==> src/rtl/interp_feed_ctrl.sv <==
// interp_feed_ctrl: paced sample FIFO feeding the interpolator, one sample per RATE clocks.
// Build option FEED_ZERO_ON_UNDERRUN_EN: when defined, v_out is forced to zero on underrun
// and when dropping to IDLE; when undefined, v_out holds the last sample through both.
module interp_feed_ctrl #(
    parameter int DEPTH     = 8,
    parameter int RATE      = 8,
    parameter int PRIME_LVL = 4
) (
    input  logic                   clock,
    input  logic                   reset,
    input  logic                   enable_i,
    input  logic                   s_valid_i,
    input  logic [14:0]            s_data_i,
    output logic                   s_ready_o,
    output logic [14:0]            v_out_o,
    output logic                   sample_tick_o,
    output logic [$clog2(DEPTH):0] level_o,
    output logic [7:0]             underrun_cnt_o,
    output logic [1:0]             state_o
);
    localparam int AW = $clog2(DEPTH);
    localparam int LW = AW + 1;
    localparam int PW = $clog2(RATE);

    typedef enum logic [1:0] {IDLE = 2'b00, PRIME = 2'b01, RUN = 2'b10} state_t;

    state_t        state_q, state_d;
    logic [PW-1:0] phase_q;
    logic [AW-1:0] wr_q, wr_d, rd_q, rd_d;
    logic [LW-1:0] level_q, level_d;
    logic [14:0]   mem_q [DEPTH];
    logic [14:0]   v_out_q, v_out_d;
    logic          stick_q;
    logic [7:0]    urun_q, urun_d;
    logic          tick, push, pop, underrun;

    assign tick           = phase_q == PW'(RATE - 1);
    assign s_ready_o      = enable_i && state_q != IDLE && level_q != LW'(DEPTH);
    assign push           = s_valid_i && s_ready_o;
    assign v_out_o        = v_out_q;
    assign sample_tick_o  = stick_q;
    assign level_o        = level_q;
    assign underrun_cnt_o = urun_q;
    assign state_o        = state_q;

    // Next state, pop/underrun decision on the prescale tick, FIFO bookkeeping and next output sample.
    always_comb begin
        state_d  = state_q;
        pop      = 1'b0;
        underrun = 1'b0;
        case (state_q)
            IDLE:    state_d = enable_i ? PRIME : IDLE;
            PRIME: begin
                if (tick && level_q >= LW'(PRIME_LVL)) begin
                    state_d = RUN;
                    pop     = 1'b1;
                end
            end
            RUN: begin
                if (tick) begin
                    pop      = level_q != '0;
                    underrun = level_q == '0;
                    state_d  = underrun ? PRIME : RUN;
                end
            end
            default: state_d = IDLE;
        endcase
        if (!enable_i) begin
            state_d  = IDLE;
            pop      = 1'b0;
            underrun = 1'b0;
        end
        wr_d    = enable_i ? wr_q + AW'(push) : '0;
        rd_d    = enable_i ? rd_q + AW'(pop) : '0;
        level_d = enable_i ? level_q + LW'(push) - LW'(pop) : '0;
        urun_d  = (underrun && urun_q != 8'hff) ? urun_q + 8'd1 : urun_q;
        v_out_d = pop ? mem_q[rd_q] : v_out_q;
`ifdef FEED_ZERO_ON_UNDERRUN_EN
        if (underrun || !enable_i) v_out_d = '0;
`endif
    end

    // Free-running prescale phase, FSM, FIFO pointers/occupancy and registered outputs.
    always_ff @(posedge clock) begin
        if (reset) begin
            phase_q <= '0;
            state_q <= IDLE;
            wr_q    <= '0;
            rd_q    <= '0;
            level_q <= '0;
            v_out_q <= '0;
            stick_q <= 1'b0;
            urun_q  <= '0;
        end else begin
            phase_q <= tick ? '0 : phase_q + PW'(1);
            state_q <= state_d;
            wr_q    <= wr_d;
            rd_q    <= rd_d;
            level_q <= level_d;
            v_out_q <= v_out_d;
            stick_q <= pop;
            urun_q  <= urun_d;
        end
    end

    // FIFO storage, written on each accepted push; contents are don't-care while empty.
    always_ff @(posedge clock) begin
        if (push) mem_q[wr_q] <= s_data_i;
    end
endmodule
==> config.mk <==
export PLATFORM = sky130hd
export DESIGN_NAME = interp_feed_ctrl
export DESIGN_NICKNAME = d
export VERILOG_FILES = /design/src/rtl/interp_feed_ctrl.sv
export SDC_FILE = /design/constraint.sdc
export NUM_CORES = 1
export LEC_CHECK = 0
export ABC_AREA = 1
export BUFFER_PORTS_ARGS = -buffer_cell sky130_fd_sc_hd__buf_4
export CORE_MARGIN = 2
export CORE_UTILIZATION = 61
export DETAILED_ROUTE_END_ITERATION = 10
export GPL_TIMING_DRIVEN = 0
export PLACE_DENSITY_LB_ADDON = 0.12
export SKIP_LAST_GASP = 1
export SLEW_MARGIN = 20
export SYNTH_ARGS = -nofsm -noshare
export SYNTH_HDL_FRONTEND = slang
export SYNTH_SLANG_ARGS = --single-unit
==> constraint.sdc <==
create_clock -name clock -period 6.33 [get_ports clock]
set_input_delay 0.9495 -clock clock [delete_from_list [all_inputs] [get_ports clock]]
set_output_delay 0.9495 -clock clock [all_outputs]
set_load 0.01 [all_outputs]
==> results list <==
* Hold-fix buffers at CTS: 0
- Dividing the detail-routed wire length by the instance count gives 16.60 um.
- Worst Min Path Start: phase_q[0]
* Gate count of the mapped netlist: 663
- Initial core utilization: 0.6300
- The die covers 12160 um2.
* Post-CTS Resized: 0
* Wire length of the first global-routing pass: 23.77 mm
- By instance count, the leading cell after synthesis is sky130_fd_sc_hd__nand2_1.
- End of the worst hold path: phase_q[0]
- Cell-internal power: 1.712 mW
- The number of different library cells used by synthesis comes to 32.
- After floorplanning, the core was divided into 38 placement rows.
* Sequential cell area fraction in the yosys report: 0.6364
- Cell class contributing the biggest share of worst-path delay: adder cells
* Remaining antenna violation count after routing: 0
* Vias in the first global route: 4726
- The startpoint identified for the worst register-to-register timing path is state_o[0].
- For this run, design rule violations remaining after detail routing come to 0.
- Max-slew violations: 0
- First-iteration detailed-routing DRC count: 331
- Nets in the synthesized netlist: 702
- Register cell area after layout: 4384 um2
* Number of setup buffers added after CTS: 0
- Timing would allow up to 392.7 MHz.
- The final count of hold timing violations came to 0.
* Filler Cell Count: 765
- Max-cap violations in this run came to 0.
- Worst-case reg-to-reg path depth: 14
- After layout, the minimum clock period comes to 2.547 ns.
- Total number of nets in the final design: 780
- Leading post-synthesis cells by cell area: sky130_fd_sc_hd__edfxtp_1, sky130_fd_sc_hd__dfxtp_1, sky130_fd_sc_hd__nand2_1, sky130_fd_sc_hd__nand3_1, sky130_fd_sc_hd__ha_1
* CTS tree: built
* Worst slew slack as a fraction of its limit: 0.4634
- Dividing total power by cell area gives a power density of 263.6 nW/um2.
* Net Switching: 417.6 uW
- Share of cells above drive strength 1: 0.2037
- Highest cell delay on the worst timing path: 0.40 ns
- Of the total power, combinational logic draws 0.026.
- In the final layout, the multi-input gates occupy 2112 um2.
- Clock skew: 0.006972 ns
- Number of vias per cell: 5.449
- In this run the standard cell core region covers 10940 um2.
- Input and output buffers added on the ports amount to 48.
- In this run the worst path has a maximum fanout of 10.
* Asr flop ratio synth: 0
- In this run the deepest clock path goes through 2 buffers.
* Area added between synthesis and finish: 17.27%
- Netlist area before placement: 6889 um2
- In this run the critical register-to-register path is captured at level_o[2].
- Top-Level Pins: 50
- Switching part of the total: 0.1961
- Library cell used as clock root buffer: sky130_fd_sc_hd__clkbuf_16
* Height of the chip: 110.3 um
- Number of synthesis warnings: 0
* Final estimated routing congestion in global placement: 0.7891
- The worst setup path is launched from a register.
- After detailed routing, the total wire length is 14.79 mm.
- Of the total power, registers draw 0.531.
- The commonest cells after synthesis are sky130_fd_sc_hd__nand2_1, sky130_fd_sc_hd__edfxtp_1, sky130_fd_sc_hd__nand3_1.
- The synthesized design contains 120 enable-type register cells.
- The flow ran to the end, and the final reports show no timing, DRC or antenna violations.
* Flip-flop and latch count after synthesis: 159
- Data on the critical path is required at its endpoint by 6.64 ns.
* Cell accounting for the most synthesized area: sky130_fd_sc_hd__edfxtp_1
* CP Buf/Inv Count: 6
- The number of clock buffers added by TritonCTS is 17.
- For this run the aggregate overflow at the end of global routing stands at 0.
- The most used flip-flop cell after synthesis is sky130_fd_sc_hd__edfxtp_1.
- Drt pass-1 iters: 5
- Total GRT Usage: 0.2684
* Final number of setup-violating endpoints: 0
- The H-tree generated during clock tree synthesis spans 4 levels.
* Slew at the pin closest to its max-slew limit: 0.8006 ns
- Dividing the final minimum period by the clock period gives 0.4023.
- Setup total negative slack on the finished layout was measured at 0 ns.
- Tot Pwr: 2.129 mW
* Clock slew at the register clock pins of the worst setup and hold paths: 0.06 ns
- Unrepaired setup endpoints after global routing: false
- Register-to-Register Setup Slack: 3.78 ns
* Fraction of synthesized cell area taken by the top area cell type: 0.5231
* Most used cell along the critical path: sky130_fd_sc_hd__inv_1
- The worst-case IR drop observed on VDD is 0.2186 mV.
- The critical path crosses 14 cells after its start point.
* Clock latency on the worst-skew pair: 0.42 ns
* Number of diodes added for antenna fixing: 0
- Path category of the worst min-delay check: register to register
* Via Count: 4855
- CTS sink cnt: 159
- Number of antenna violations at the first check in global routing: 0
- STA classifies the critical path endpoint as a register.
- Among all stages on the critical path, the largest delay is contributed by sky130_fd_sc_hd__dfxtp_1.
* Width of the die: 110.3 um
- Final core area utilization: 0.7388
- The wire-length estimate of the detail-placed layout is 10.18 mm.
- Each instance of the synthesized netlist takes up on average 10.39 um2.
* Cell Chain, Critical Path: inv_1, ha_1, nand2_1, inv_1, nand2_4, buf_8, inv_1, ha_1, inv_1, ha_1, inv_1, fa_1, xor2_1, nor2_1
- Worst setup path class: register to register
- WP data arrival: 2.85 ns
- Pin count of the biggest net entering global routing: 17
- Number of stages on the worst hold path: 1
- Lkg Pwr: 3.319 nW
- Of the total power, the clock network draws 0.443.
[logic make-up after synthesis]
| group | synth area share |
|---|---|
| compound gates | 0.01290 |
| xor+xnor | 0.005086 |
| fa+ha+maj | 0.03741 |
| buf+inv | 0.06284 |
| flops | 0.6364 |
| simple gates | 0.2454 |
[cells in the final DEF, fill, tap and decap left out, types with 7 or more instances in the layout]
cell type                   Yosys  routed
sky130_fd_sc_hd__a21oi_1       10      10
sky130_fd_sc_hd__buf_2         10      10
sky130_fd_sc_hd__buf_4          6      65
sky130_fd_sc_hd__buf_6          8       8
sky130_fd_sc_hd__clkbuf_16      0      17
sky130_fd_sc_hd__dfxtp_1       39      39
sky130_fd_sc_hd__edfxtp_1     120     120
sky130_fd_sc_hd__ha_1          19      19
sky130_fd_sc_hd__inv_1         49      49
sky130_fd_sc_hd__nand2_1      201     201
sky130_fd_sc_hd__nand2_2        7       7
sky130_fd_sc_hd__nand3_1       98      98
sky130_fd_sc_hd__nor2_1        37      37
sky130_fd_sc_hd__nor2_2        17      17
sky130_fd_sc_hd__nor3_2         0       8
[power groups by stage]
stage / clock network, mW / logic (mW) / registers, mW
floorplan: 0 / 0.0249 / 1.15
global placement: 0 / 0.0512 / 1.15
detailed placement: 0 / 0.0559 / 1.15
CTS: 0.951 / 0.0563 / 1.13
global route: 0.999 / 0.0629 / 1.13
finish: 0.943 / 0.0563 / 1.13
[worst reg2reg max path: stages, from the launching register on]
cell and delay, ns:
sky130_fd_sc_hd__dfxtp_1 0.40, sky130_fd_sc_hd__inv_1 0.12, sky130_fd_sc_hd__ha_1 0.32, sky130_fd_sc_hd__nand2_1 0.08, sky130_fd_sc_hd__inv_1 0.06, sky130_fd_sc_hd__nand2_4 0.12, sky130_fd_sc_hd__buf_8 0.15, sky130_fd_sc_hd__inv_1 0.08
sky130_fd_sc_hd__ha_1 0.29, sky130_fd_sc_hd__inv_1 0.06, sky130_fd_sc_hd__ha_1 0.15, sky130_fd_sc_hd__inv_1 0.05, sky130_fd_sc_hd__fa_1 0.37, sky130_fd_sc_hd__xor2_1 0.13, sky130_fd_sc_hd__nor2_1 0.05
[per-stage QoR]
step | hold WS (ns) | std cells | cell area [um2] | worst slack, ns
floorplan | 0.3969 | 663 | 6889 | 3.541
global placement | 0.4055 | 851 | 7425 | 2.659
detailed placement | 0.4169 | 862 | 7547 | 3.537
CTS | 0.4253 | 891 | 8079 | 3.792
global route | 0.4508 | 891 | 8079 | 3.630
finish | 0.4239 | 891 | 8079 | 3.783
[registers in the layout, indices dropped and copies added, names as in the netlist]
name	cells
mem_q	120
v_out_o	15
state_o	2
wr_q	3
sample_tick_o	1
phase_q	3
rd_q	3
level_o	4
underrun_cnt_o	8
[layout make-up]
cell class,instances,share of cell area
Tap cell,140,0.02168
Buffer,27,0.02772
Clock inverter,10,0.01223
Clock buffer,19,0.05359
Inverter,55,0.02586
Multi-Input combinational cell,422,0.2614
Sequential cell,159,0.5427
Timing Repair Buffer,59,0.05482
[worst max path at each step]
| stage | from | end |
|---|---|---|
| CTS | state_o[0] | level_o[2] |
| finish | state_o[0] | level_o[2] |
| detailed placement | enable_i | level_o[2] |
| global route | state_o[0] | level_o[2] |
| global placement | enable_i | mem_q[3][3] |
| floorplan | enable_i | mem_q[6][0] |
[metal layers]
metal	track usage	wire length, um	up-vias
met5	0	0	-
met4	0.1116	351	0
met3	0.05585	984	28
met2	0.4365	7327	174
met1	0.3536	6127	2298
li1	-	-	2355
Power figures use the tool's default switching activity.
